<file path="src/rtl/dkj_input_pkg.sv">
// Shared definitions for the Donkey Kong Jr input conditioning slice.
// Holds PS/2 scancodes, joystick bit positions, the direction vector
// layout, the decoded-key record and the coin sequencer states.
package dkj_input_pkg;

  // Cursor keys: matched on the low byte only, so the extended flag is ignored.
  localparam logic [7:0] SC_ARROW_U = 8'h75;
  localparam logic [7:0] SC_ARROW_D = 8'h72;
  localparam logic [7:0] SC_ARROW_L = 8'h6B;
  localparam logic [7:0] SC_ARROW_R = 8'h74;

  // Remaining keys: matched on the full {extended, scancode} value.
  localparam logic [8:0] SC_J1_A   = 9'h029;
  localparam logic [8:0] SC_J1_B   = 9'h014;
  localparam logic [8:0] SC_S1_A   = 9'h005;
  localparam logic [8:0] SC_S1_B   = 9'h016;
  localparam logic [8:0] SC_S2_A   = 9'h006;
  localparam logic [8:0] SC_S2_B   = 9'h01E;
  localparam logic [8:0] SC_COIN_A = 9'h02E;
  localparam logic [8:0] SC_COIN_B = 9'h036;
  localparam logic [8:0] SC_U2     = 9'h02D;
  localparam logic [8:0] SC_D2     = 9'h02B;
  localparam logic [8:0] SC_L2     = 9'h023;
  localparam logic [8:0] SC_R2     = 9'h034;
  localparam logic [8:0] SC_J2     = 9'h01C;

  // Joystick word bit positions (same layout for both pads).
  localparam int unsigned JOY_R      = 0;
  localparam int unsigned JOY_L      = 1;
  localparam int unsigned JOY_D      = 2;
  localparam int unsigned JOY_U      = 3;
  localparam int unsigned JOY_JUMP   = 4;
  localparam int unsigned JOY_START1 = 5;
  localparam int unsigned JOY_START2 = 6;
  localparam int unsigned JOY_COIN   = 7;

  // Direction vector layout used between remap, SOCD and the pins: {U,D,L,R}.
  localparam int unsigned DIR_R = 0;
  localparam int unsigned DIR_L = 1;
  localparam int unsigned DIR_D = 2;
  localparam int unsigned DIR_U = 3;

  typedef struct packed {
    logic u1, d1, l1, r1, j1;
    logic u2, d2, l2, r2, j2;
    logic s1, s2, coin;
  } key_state_t;

  typedef enum logic [1:0] {
    IDLE = 2'd0,
    HOLD = 2'd1,
    GAP  = 2'd2
  } coin_state_t;

  // Horizontal cabinet orientation: U<-L, D<-R, L<-D, R<-U.
  function automatic logic [3:0] rotate_dir(input logic [3:0] dir, input logic rot);
    rotate_dir = rot ? {dir[DIR_L], dir[DIR_R], dir[DIR_D], dir[DIR_U]} : dir;
  endfunction

endpackage

</file>
<file path="src/rtl/dkj_input_ctrl_socd.sv">
// socd_resolver: per-player opposing-direction resolver, last press wins.
//   clk_sys  system clock
//   reset    synchronous active-high reset
//   dir_in   {U,D,L,R} requested directions, active high
//   dir_out  {U,D,L,R} resolved directions, active high, registered
module socd_resolver
  import dkj_input_pkg::*;
(
  input  logic       clk_sys,
  input  logic       reset,
  input  logic [3:0] dir_in,
  output logic [3:0] dir_out
);

  logic [3:0] in1, in2, pressed_new, resolved;
  logic [1:0] last_h, last_v, last_h_nxt, last_v_nxt;

  // The output uses the already-updated winner, so a fresh opposing press
  // takes effect on the same cycle it is first seen as simultaneous.
  always_comb begin
    pressed_new = in1 & ~in2;
    last_h_nxt  = last_h;
    last_v_nxt  = last_v;
    if (pressed_new[DIR_R]) last_h_nxt = 2'b01;
    if (pressed_new[DIR_L]) last_h_nxt = 2'b10;
    if (pressed_new[DIR_D]) last_v_nxt = 2'b01;
    if (pressed_new[DIR_U]) last_v_nxt = 2'b10;
    resolved = in1;
    if (in1[DIR_L] && in1[DIR_R]) {resolved[DIR_L], resolved[DIR_R]} = last_h_nxt;
    if (in1[DIR_U] && in1[DIR_D]) {resolved[DIR_U], resolved[DIR_D]} = last_v_nxt;
  end

  always_ff @(posedge clk_sys) begin
    if (reset) begin
      in1     <= '0;
      in2     <= '0;
      last_h  <= '0;
      last_v  <= '0;
      dir_out <= '0;
    end else begin
      in1     <= dir_in;
      in2     <= in1;
      last_h  <= last_h_nxt;
      last_v  <= last_v_nxt;
      dir_out <= resolved;
    end
  end

endmodule

</file>
<file path="src/rtl/dkj_input_ctrl.sv">
// dkj_input_ctrl: conditions hps_io keyboard/joystick input for the
// dkongjr_top active-low control pins.
//   clk_sys, reset          clock, synchronous active-high reset
//   ps2_key[10:0]           [10] event toggle, [9] pressed, [8:0] ext+scancode
//   joy_0, joy_1            pads: [0]R [1]L [2]D [3]U [4]jump [5]st1 [6]st2 [7]coin
//   rotate                  1 = horizontal orientation remap
//   o_u1..o_j1, o_u2..o_j2  player controls, active low
//   o_s1, o_s2              start 1P/2P, active low
//   o_c1                    shaped coin pulse, active low
module dkj_input_ctrl
  import dkj_input_pkg::*;
#(
  parameter int unsigned COIN_HOLD = 1228800,
  parameter int unsigned COIN_GAP  = 1228800,
  parameter int unsigned CNT_W     = 24
) (
  input  logic        clk_sys,
  input  logic        reset,
  input  logic [10:0] ps2_key,
  input  logic [15:0] joy_0,
  input  logic [15:0] joy_1,
  input  logic        rotate,
  output logic        o_u1, o_d1, o_l1, o_r1, o_j1,
  output logic        o_u2, o_d2, o_l2, o_r2, o_j2,
  output logic        o_s1, o_s2,
  output logic        o_c1
);

  localparam logic [CNT_W-1:0] HOLD_LOAD = CNT_W'(COIN_HOLD - 1);
  localparam logic [CNT_W-1:0] GAP_LOAD  = CNT_W'(COIN_GAP - 1);

  logic       unused_joy_hi;
  assign unused_joy_hi = ^{joy_0[15:8], joy_1[15:8]};

  // ---------------- key decode ----------------
  logic       prev_tog;
  key_state_t keys;
  logic       key_evt, key_dn;
  logic [8:0] key_code;

  assign key_evt  = prev_tog != ps2_key[10];
  assign key_dn   = ps2_key[9];
  assign key_code = ps2_key[8:0];

  // prev_tog tracks the toggle even in reset so a toggle seen then is dropped.
  always_ff @(posedge clk_sys) begin
    prev_tog <= ps2_key[10];
    if (reset) begin
      keys <= '0;
    end else if (key_evt) begin
      case (key_code[7:0])
        SC_ARROW_U: keys.u1 <= key_dn;
        SC_ARROW_D: keys.d1 <= key_dn;
        SC_ARROW_L: keys.l1 <= key_dn;
        SC_ARROW_R: keys.r1 <= key_dn;
        default: ;
      endcase
      case (key_code)
        SC_J1_A, SC_J1_B:     keys.j1   <= key_dn;
        SC_S1_A, SC_S1_B:     keys.s1   <= key_dn;
        SC_S2_A, SC_S2_B:     keys.s2   <= key_dn;
        SC_COIN_A, SC_COIN_B: keys.coin <= key_dn;
        SC_U2:                keys.u2   <= key_dn;
        SC_D2:                keys.d2   <= key_dn;
        SC_L2:                keys.l2   <= key_dn;
        SC_R2:                keys.r2   <= key_dn;
        SC_J2:                keys.j2   <= key_dn;
        default: ;
      endcase
    end
  end

  // ---------------- directions ----------------
  logic [3:0] raw_p1, raw_p2, dir_p1, dir_p2, res_p1, res_p2;

  always_comb begin
    raw_p1 = {keys.u1 | joy_0[JOY_U], keys.d1 | joy_0[JOY_D],
              keys.l1 | joy_0[JOY_L], keys.r1 | joy_0[JOY_R]};
    raw_p2 = {keys.u2 | joy_1[JOY_U], keys.d2 | joy_1[JOY_D],
              keys.l2 | joy_1[JOY_L], keys.r2 | joy_1[JOY_R]};
    dir_p1 = rotate_dir(raw_p1, rotate);
    dir_p2 = rotate_dir(raw_p2, rotate);
  end

  socd_resolver u_socd_p1 (.clk_sys(clk_sys), .reset(reset), .dir_in(dir_p1), .dir_out(res_p1));
  socd_resolver u_socd_p2 (.clk_sys(clk_sys), .reset(reset), .dir_in(dir_p2), .dir_out(res_p2));

  assign o_u1 = ~res_p1[DIR_U];
  assign o_d1 = ~res_p1[DIR_D];
  assign o_l1 = ~res_p1[DIR_L];
  assign o_r1 = ~res_p1[DIR_R];
  assign o_u2 = ~res_p2[DIR_U];
  assign o_d2 = ~res_p2[DIR_D];
  assign o_l2 = ~res_p2[DIR_L];
  assign o_r2 = ~res_p2[DIR_R];

  // ---------------- jump / start ----------------
  always_ff @(posedge clk_sys) begin
    if (reset) begin
      o_j1 <= 1'b1;
      o_j2 <= 1'b1;
      o_s1 <= 1'b1;
      o_s2 <= 1'b1;
    end else begin
      o_j1 <= ~(keys.j1 | joy_0[JOY_JUMP]);
      o_j2 <= ~(keys.j2 | joy_1[JOY_JUMP]);
      o_s1 <= ~(keys.s1 | joy_0[JOY_START1] | joy_1[JOY_START1]);
      o_s2 <= ~(keys.s2 | joy_0[JOY_START2] | joy_1[JOY_START2]);
    end
  end

  // ---------------- coin shaping ----------------
  logic              coin_req, req_q, req_qq, coin_edge;
  coin_state_t       state_q, state_d;
  logic [CNT_W-1:0]  timer_q, timer_d;
  logic [1:0]        pending_q, pending_d;

  assign coin_req  = keys.coin | joy_0[JOY_COIN] | joy_1[JOY_COIN];
  assign coin_edge = req_q & ~req_qq;

  always_ff @(posedge clk_sys) begin
    if (reset) begin
      req_q     <= 1'b0;
      req_qq    <= 1'b0;
      state_q   <= IDLE;
      timer_q   <= '0;
      pending_q <= '0;
    end else begin
      req_q     <= coin_req;
      req_qq    <= req_q;
      state_q   <= state_d;
      timer_q   <= timer_d;
      pending_q <= pending_d;
    end
  end

  // At the end of GAP an edge arriving with the restart keeps pending unchanged:
  // it replaces the queued pulse being consumed, or starts the pulse itself.
  always_comb begin
    state_d   = state_q;
    timer_d   = timer_q;
    pending_d = pending_q;
    unique case (state_q)
      IDLE: begin
        if (coin_edge) begin
          state_d = HOLD;
          timer_d = HOLD_LOAD;
        end
      end
      HOLD: begin
        if (coin_edge && pending_q != 2'd3) pending_d = pending_q + 2'd1;
        if (timer_q == '0) begin
          state_d = GAP;
          timer_d = GAP_LOAD;
        end else begin
          timer_d = timer_q - CNT_W'(1);
        end
      end
      GAP: begin
        if (timer_q != '0) begin
          timer_d = timer_q - CNT_W'(1);
          if (coin_edge && pending_q != 2'd3) pending_d = pending_q + 2'd1;
        end else if (pending_q != 2'd0 || coin_edge) begin
          state_d = HOLD;
          timer_d = HOLD_LOAD;
          if (!coin_edge) pending_d = pending_q - 2'd1;
        end else begin
          state_d = IDLE;
        end
      end
      default: state_d = IDLE;
    endcase
  end

  assign o_c1 = (state_q != HOLD);

endmodule
</file>
<file path="config.mk">
export PLATFORM = sky130hd
export DESIGN_NAME = dkj_input_ctrl
export DESIGN_NICKNAME = d
export VERILOG_FILES = /design/src/rtl/dkj_input_pkg.sv /design/src/rtl/dkj_input_ctrl_socd.sv /design/src/rtl/dkj_input_ctrl.sv
export SDC_FILE = /design/constraint.sdc
export NUM_CORES = 1
export LEC_CHECK = 0
export CAP_MARGIN = 20
export CORE_ASPECT_RATIO = 1.1
export CORE_MARGIN = 3
export CORE_UTILIZATION = 44
export DETAILED_ROUTE_END_ITERATION = 10
export GPL_TIMING_DRIVEN = 0
export PLACE_DENSITY = 0.81
export SLEW_MARGIN = 0
export SYNTH_ARGS = -nofsm -noshare
export SYNTH_HDL_FRONTEND = slang
export SYNTH_SLANG_ARGS = --single-unit
</file>
<file path="constraint.sdc">
create_clock -name clk_sys -period 2.2 [get_ports clk_sys]
set_input_delay 0.33 -clock clk_sys [delete_from_list [all_inputs] [get_ports clk_sys]]
set_output_delay 0.33 -clock clk_sys [all_outputs]
set_load 0.005 [all_outputs]
</file>
; ---- Yosys cells after proc, flatten, opt, wreduce, memory -nomap -nowiden
; Index checks and enable logic that the tools add are counted.
[word_totals]
out_inout_bits = 13
input_bits = 46
regBits = 80
elab_cells = 158
[classes]
n_reduce_logical = 32
n_eq_ne = 27
add_sub_neg = 3
mux = 29
bitwise = 34
[op_table]
columns = op, count
row1 = 24-bit two-way mux, 4
row2 = 24-bit case mux with 3 select lines, 1
row3 = 9-bit by 6-bit equality test with 1-bit output (second input constant), 7
row4 = 2-bit two-way mux, 19
row5 = 9-bit by 5-bit equality test with 1-bit output (second input constant), 4
row6 = 8-bit by 7-bit equality test with 1-bit output (second input constant), 4
row7 = 2-bit AND reduction, 13
row8 = 24-bit zero test, 1
row9 = 24-bit nonzero test, 1
row10 = 24-bit by 1-bit subtractor with 24-bit output (second input constant), 1
row11 = 9-bit by 3-bit equality test with 1-bit output (second input constant), 2
row12 = 1-bit OR, 16
row13 = 1-bit NOT, 13
row14 = 3-bit AND reduction, 3
row15 = 4-bit AND, 2
row16 = 4-bit two-way mux, 2
row17 = 2-bit != test (second input constant), 4
row18 = 4-bit NOT, 2
row19 = 2-bit OR reduction, 4
row20 = 3-bit != test (second input constant), 2
row21 = 2-bit case mux with 3 select lines, 1
row22 = 1-bit logical AND, 5
row23 = 2-bit case mux with 2 select lines, 1
row24 = 2-bit nonzero test, 2
row25 = other kinds (11), 11

; ---- Depth between registers and ports, before layout
; Gate-level depths: netlist of run 1.
[logic_depth]
depth_word = 6
depth_mapped = 10
depth_no_buf = 8

; ---- Cells and area by module
; A second synthesis of run 1 with hierarchy kept.
[hier_totals]
cells_unflattened = 449
area_unflattened_um2 = 3895.0
[modules_own_cells]
columns = mod, cells_per_inst, area_each_um2, seq_area_each_um2, n_inst
row1 = dkj_input_ctrl, 353, 2811.4, 960.9, 1
row2 = socd_resolver, 48, 541.8, 320.3, 2

; ---- Worst setup path after synthesis of run 1
; Ideal clock, no wire load.
[synth_path]
kind = register -> register
startpoint = register timer_q[0]
endpoint = register timer_q[20]
setup_slack_ns = -0.064
path_buffers = 1
arrival_ns = 2.144
period_less_slack_ns = 2.264
stages_incl_launch_ff = 9
required_ns = 2.080
setup_ns = 0.120
path_cell_list = dfxtp_1 -> inv_1 -> ha_1 -> or3b_2 -> clkbuf_1 -> or4_4 -> nor2_1 -> o22ai_1 -> a211o_1
[synth_between]
elab_chain_cells = 3
word_cells_on_any_way = 8
cone_classes = add/sub: 1 / eq/ne: 1 / mux: 3 / reduce/logical: 3
[synth_rtl]
columns = item, line_no
row1 = from (decl), dkj_input_ctrl.sv:115  ; logic [CNT_W-1:0] timer_q, timer_d;
row2 = from (signal assigned), dkj_input_ctrl.sv:132  ; timer_q <= timer_d;
row3 = 24-bit by 1-bit subtractor with 24-bit output (tied with other cells), "dkj_input_ctrl.sv:156, dkj_input_ctrl.sv:161"
row4 = 24-bit two-way mux (tied with other cells), dkj_input_ctrl.sv:160  ; if (timer_q != '0) begin
row5 = 24-bit case mux with 3 select lines or 3-bit AND reduction (tied branches), n/a
; Several ways; a longest one is shown, not always the timed one.
; A chain may end at the register's enable or synchronous reset.

; ---- Worst setup path after layout of run 1
[layout_path]
startpoint = register timer_q[7]
endpoint = register state_q[0]
[layout_between]
elab_chain_cells = 3
word_cells_on_any_way = 5
cone_classes = eq/ne: 2 / reduce/logical: 3
[layout_rtl]
columns = item, line_no
row1 = 24-bit nonzero test or 24-bit zero test (tied branches), "dkj_input_ctrl.sv:160, dkj_input_ctrl.sv:152"
row2 = 2-bit != test (no line), n/a
row3 = 3-bit AND reduction (no line) (*), n/a
row4 = to (signal assigned), dkj_input_ctrl.sv:131  ; state_q <= state_d;
row5 = to (decl), dkj_input_ctrl.sv:114  ; coin_state_t state_q, state_d;
; Mark *: on every way between the ends. The rest lies on a longest branch, timed or not.

==> impl_metrics.toml, run 1 <==
[critical_path]
crit_type = "register to register"
path_max_fanout = 6
critPathArrivalTime_ps = 2530
endpoint_kind = "register"
required_ps = 2490
startpoint_type = "register"

[global_routing]
grt_usage_pct = 18.8
grt_max_degree = 15
grt_pass1_wl_mm = 15.1
antenna_found_initial = 0
grt_pass1_vias = 3413
grt_overflow = 0

[sta]
grt_setup_unrepaired = "true"
slew_violations = 0
hold_violations = 0
min_period_ps = 2240
skew_ps = 15.6
setup_viol_count_final = 5
fmax_mhz = 446
slew_headroom_pct = 54.3
fin_crit_sh_pct = 102
worst_pin_slew_ps = 685
final.setup.worst_slack_ps = -40.0

[drt]
routed_wl_mm = 9.90
drc_errors = 0
drt_iter0_markers = 213
via_per_inst = 5.67
firstDrtPassIters = 5
vias = 3649
drtAntennaViolNets = 0
routedWlPerCell_microns = 15.4

[layout]
n_antenna_cell = 0
final_core_util_pct = 60.4
syn2layout_area_growth_pct = 29.7
finish.instance_area_sq_um = 4930
finalNetCount = 584
n_fill_cell = 696
drive_gt1_share_pct = 19.4

[floorplanning]
die_w_microns = 94.7
die_area_sq_um = 9800
ios = 59
dieHeight_microns = 104
start_util_pct = 46.6
core_area_sq_um = 8170
rows = 34

[power_and_ir_drop]
power.switching_mw = 1.51
peakVddDrop_mv = 0.382
clockPowerShare_pct = 25.1
power_frac_seq_pct = 39.5
pwr_density_cell_nw_per_um2 = 883
p_int_mw = 2.85
p_leak_nw = 1.90
pwr-share-comb_pct = 35.4
p_sw_share_pct = 34.6

[clock_tree]
htree_num_levels = 3
clk_pin_slew_worst_paths_ps = 90
cts_buffers = 9
cts.sinks = 80
cts.path.max_buffers = 2
cts_tree = "built"
root_buffer = "clkbuf_8"
clk_latency_ps = 350

[logic_synthesis]
syn_nets = 515
yosys-top-cells-area = "dfxtp_1 (42%), nor2_1 (7.4%), nor3_1 (4.7%)"
ys.warnings.count = 0
async_flop_share_pct = 0
yosysUniqueCellTypes = 59
seq_area_frac_synth_pct = 42.1
synth_top_area_share_pct = 42.1
synthTopCellsByCount = "dfxtp_1 (80), nor2_1 (75), nor3_1 (36)"
synthCells = 461
ys_ff_latch = 80
synth_edf_count = 0
syn_area_per_cell_sq_um = 8.25
synth_most_common_cell = "dfxtp_1"
syn-cell-area_sq_um = 3800
synth-main-ff-cell = "dfxtp_1"
synth_top_cell_by_area = "dfxtp_1"

[placement]
portBuffers = 37
dpl.hpwl_mm = 6.47
place_area_sq_um = 4310
gp_congestion = 0.930

[run_status]
violations = "setup timing"
status = "finished with violations"

[run]
maxCapViolCount = 0

[min_path]
min_path_type = "register to register"
## power groups by stage
| stage | registers [mW] | clock network, mW | logic, mW |
|---|---|---|---|
| 2_1_floorplan | 1.69 | 0 | 0.835 |
| 3_3_place_gp | 1.71 | 0 | 1.07 |
| 3_5_place_dp | 1.72 | 0 | 1.10 |
| 4_1_cts | 1.70 | 1.10 | 1.24 |
| 5_1_grt | 1.74 | 1.17 | 1.65 |
| 6_report | 1.72 | 1.09 | 1.54 |
## per-layer routing
layer,vias to the layer above,global-route usage [%],share of wire (%)
met5,-,0,0
met4,0,9.18,1.8
met3,17,3.55,5.1
met2,141,31.1,51
met1,1720,23.0,42
li1,1771,-,-
## final timing paths
kind / end / cells after the start / start / slack [ps]
setup / recovery: state_q[0]$_SDFFE_PP0P_ / 6 / timer_q[7]$_SDFFE_PP0P_ / -40
hold / removal: u_socd_p2.dir_out[0]$_SDFF_PP0_ / 1 / u_socd_p2.in1[1]$_SDFF_PP0_ / 440
setup reg to reg: state_q[0]$_SDFFE_PP0P_ / 6 / timer_q[7]$_SDFFE_PP0P_ / -40
hold reg to reg: u_socd_p2.dir_out[0]$_SDFF_PP0_ / 1 / u_socd_p2.in1[1]$_SDFF_PP0_ / 440
## timing repair
item	in CTS	in global routing
setup buffers	7	19
cloned	0	2
pin swaps	10	22
gates resized for setup	26	55
endpoints found under the setup margin	29	29
hold buffers	0	0
## worst max-delay path, stage by stage (launching register included)
cell and delay, ps:
dfxtp_2 340, or4_4 590, nor3_4 360, and2_4 240, o22ai_2 90, or3_4 430, a21oi_2 140
## through the flow
step	instances	worst slack (ps)	power, mW	TNS, ps	hold WS [ps]
6_report	643	-40.0	4.36	-132	441
5_1_grt	643	-108	4.56	-1290	467
4_1_cts	626	-65.3	4.04	-192	445
3_5_place_dp	606	-436	2.82	-5040	433
3_3_place_gp	606	-342	2.78	-3250	428
2_1_floorplan	461	-9.38	2.52	-10.1	358
## cell usage in the layout, fill, tap and decap left out, types with 5 or more instances in the layout
cell             netlist  layout
dfxtp_1               80      71
nor2_1                75      64
clkdlybuf4s50_1        0      37
nor3_1                36      35
a21oi_1               30      27
nand2_1               27      26
inv_1                 26      24
buf_4                  0      23
clkbuf_1              16      12
mux2i_1               13      12
nor2b_1               11      11
o21ai_0               15      10
clkbuf_8               0       9
nand3_1                8       8
a211oi_1               8       8
or4_4                  1       7
xnor2_1                7       7
ha_1                   8       7
nor2_2                 1       6
nor2_4                 0       6
nor3b_1                5       5
o22ai_1                7       5
a311oi_1               5       5
dfxtp_2                0       5
## logic make-up (layout without fill, tap and decap cells)
logic type	after synthesis	count (layout)	share of synthesized area [%]
compound gates	94	94	16.3
xor+xnor	10	10	2.30
fa+ha+maj	8	8	2.63
buf+inv	50	123	5.59
flops	80	80	42.1
mux	14	14	3.72
simple gates	205	206	27.3
## layout make-up
type	instances	area, sq um	share of cell area, %
flip-flops and latches	80	1620	32.9
clock inverters	6	68.8	1.39
multi-input cells	332	2190	44.5
clock buffers	10	128	2.59
well taps	108	135	2.74
inverters	26	100	2.03
plain buffers	17	83.8	1.70
repair buffers	64	602	12.2
## sequential cells by signal (all words and copies together) (netlist names), 2 cells and up
register / count
u_socd_p1.in2: 4
keys: 13
pending_q: 2
u_socd_p1.dir_out: 4
u_socd_p1.last_h: 2
timer_q: 24
state_q: 2
u_socd_p2.last_h: 2
u_socd_p1.in1: 4
u_socd_p2.last_v: 2
u_socd_p2.dir_out: 4
u_socd_p1.last_v: 2
u_socd_p2.in2: 4
u_socd_p2.in1: 4
Note: power is estimated with default switching activity, not from simulation.
==> run 2, diff against run 1 <==
--- a/config.mk
+++ b/config.mk
@@ -16,3 +16,4 @@
 export SYNTH_ARGS = -nofsm -noshare
 export SYNTH_HDL_FRONTEND = slang
 export SYNTH_SLANG_ARGS = --single-unit
+export TNS_END_PERCENT = 100
==> results of run 2 <==
The final DEF is identical to that of run 1; final timing and power are the same.
==> run 3, diff against run 2 <==
--- a/config.mk
+++ b/config.mk
@@ -7,7 +7,7 @@
 export LEC_CHECK = 0
 export CAP_MARGIN = 20
 export CORE_ASPECT_RATIO = 1.1
-export CORE_MARGIN = 3
+export CORE_MARGIN = 2
 export CORE_UTILIZATION = 44
 export DETAILED_ROUTE_END_ITERATION = 10
 export GPL_TIMING_DRIVEN = 0
==> impl_metrics.toml, run 3 (same netlist as run 1, synthesis figures left out) <==
[run_status]
violations = "setup timing"
status = "finished with violations"

[critical_path]
r2r.worst_path.cells = 10
path_max_fanout = 4
startpoint_type = "register"
critPathTopFamily = "simple AND/OR/NAND/NOR gates"
crit_type = "register to register"
path_depth = 10
required_ps = 2460
worstPathCellList = "inv_4, ha_4, or4b_4, nor3_4, buf_4, a2111o_1, buf_6, nor2_2, o21ai_1, o31ai_2"
slowest_delay_ps = 490
r2r_setup_slack_ps = -60
endpoint_kind = "register"
critPathArrivalTime_ps = 2520
worst_path_max_delay_cell = "or4b_4"
r2r-start = "timer_q[0]$_SDFFE_PP0P_"
reg2reg_to = "timer_q[21]$_SDFFE_PP0P_"
path_buf_inv = 3

[layout]
stdcell_count = 639
final_core_util_pct = 57.9
largest-register = "timer_q"
finalNetCount = 577
syn2layout_area_growth_pct = 27.9
n_fill_cell = 736
finish.instance_area_sq_um = 4860
n_antenna_cell = 0
final_common_cell = "dfxtp_1"
drive_gt1_share_pct = 17.8
reg_top3 = "timer_q x24, keys x13"
largest_reg_flops = 24
layout_common_cells = "dfxtp_1 (74), nor2_1 (69), clkdlybuf4s50_1 (37)"

[clock_tree]
clk_pin_slew_worst_paths_ps = 100
cts.path.max_buffers = 2
clk_latency_ps = 370
cts_buffers = 9
cts_hold_buf = 0
root_buffer = "clkbuf_8"
htree_num_levels = 3
cts.sinks = 80
cts_tree = "built"

[drt]
via_per_inst = 5.76
routedWlPerCell_microns = 15.5
vias = 3682
routed_wl_mm = 9.93
drc_errors = 0
drtAntennaViolNets = 0
firstDrtPassIters = 7
drt_iter0_markers = 261

[placement]
place_inst = 609
dpl.hpwl_mm = 6.52
dp_slack_ps = -412
portBuffers = 37
gp_congestion = 0.952
place_area_sq_um = 4320

[floorplanning]
die_area_sq_um = 9410
start_util_pct = 45.2
die_w_microns = 92.7
ios = 59
rows = 35
dieHeight_microns = 102
core_area_sq_um = 8410

[global_routing]
grt_usage_pct = 20.3
grt_pass1_wl_mm = 15.2
grt_max_degree = 18
grt_overflow = 0
grt_pass1_vias = 3372
antenna_found_initial = 0

[power_and_ir_drop]
power.total_mw = 4.27
peakVddDrop_mv = 0.350
pwr_density_cell_nw_per_um2 = 878
p_leak_nw = 1.88

[sta]
setup_viol_count_final = 9
fin_crit_sh_pct = 103
min_period_ps = 2260
hold_violations = 0
grt_setup_unrepaired = "true"
worst_pin_slew_ps = 648
hold_ws_ps = 419
final.setup.worst_slack_ps = -61.4
skew_ps = 14.9
slew_headroom_pct = 56.8
fmax_mhz = 442
slew_violations = 0
tns_ps = -252

[min_path]
min_from = "rotate"
holdPathEnd = "u_socd_p1.in1[0]$_SDFF_PP0_"
whs_path_depth = 3
min_path_type = "primary input to register"

[run]
maxCapViolCount = 0
-- run 3: worst min-delay path, stage by stage --
cell and delay (ps):
clkbuf_1 150, nor3_1 190, a211oi_1 70
-- run 3: cell type report --
| class | count | area, sq um | share of cell area, % |
|---|---|---|---|
| Inverter | 26 | 103 | 2.11 |
| Clock buffer | 9 | 124 | 2.55 |
| Multi-Input combinational cell | 332 | 2180 | 44.8 |
| Clock inverter | 7 | 72.6 | 1.49 |
| Timing Repair Buffer | 57 | 546 | 11.2 |
| Buffer | 17 | 80.1 | 1.65 |
| Sequential cell | 80 | 1620 | 33.3 |
| Tap cell | 111 | 139 | 2.85 |
-- run 3: how the worst max path moves through the flow --
| stage | startpoint | endpoint | slack (ps) |
|---|---|---|---|
| 2_1_floorplan | timer_q[0]$_SDFFE_PP0P_ | timer_q[20]$_SDFFE_PP0P_ | -9 |
| 3_3_place_gp | ps2_key[10] | keys[1]$_SDFFE_PP0P_ | -300 |
| 3_5_place_dp | ps2_key[10] | keys[1]$_SDFFE_PP0P_ | -410 |
| 4_1_cts | timer_q[1]$_SDFFE_PP0P_ | state_q[0]$_SDFFE_PP0P_ | -50 |
| 5_1_grt | timer_q[0]$_SDFFE_PP0P_ | state_q[0]$_SDFFE_PP0P_ | -100 |
| 6_report | timer_q[0]$_SDFFE_PP0P_ | timer_q[21]$_SDFFE_PP0P_ | -60 |
-- run 3: power breakdown --
group / switching, mW / leakage (nW) / internal, mW
registers: 0.127 / 0.660 / 1.59
logic: 0.795 / 1.12 / 0.688
clock network: 0.627 / 0.0974 / 0.446
-- run 3: repair_timing --
| item | CTS | global route |
|---|---|---|
| setup buffers | 6 | 14 |
| resized for setup | 28 | 47 |
| gates cloned | 0 | 2 |
| setup endpoints to repair | 29 | 28 |
| pin swaps | 4 | 15 |
-- run 3: per-layer routing --
layer  vias to the layer above  share of wire [%]  track usage (%)
met5                         -                  0                0
met4                         0                4.2             10.4
met3                        46                6.6             4.76
met2                       180                 50             35.9
met1                      1701                 40             23.0
li1                       1755                  -                -
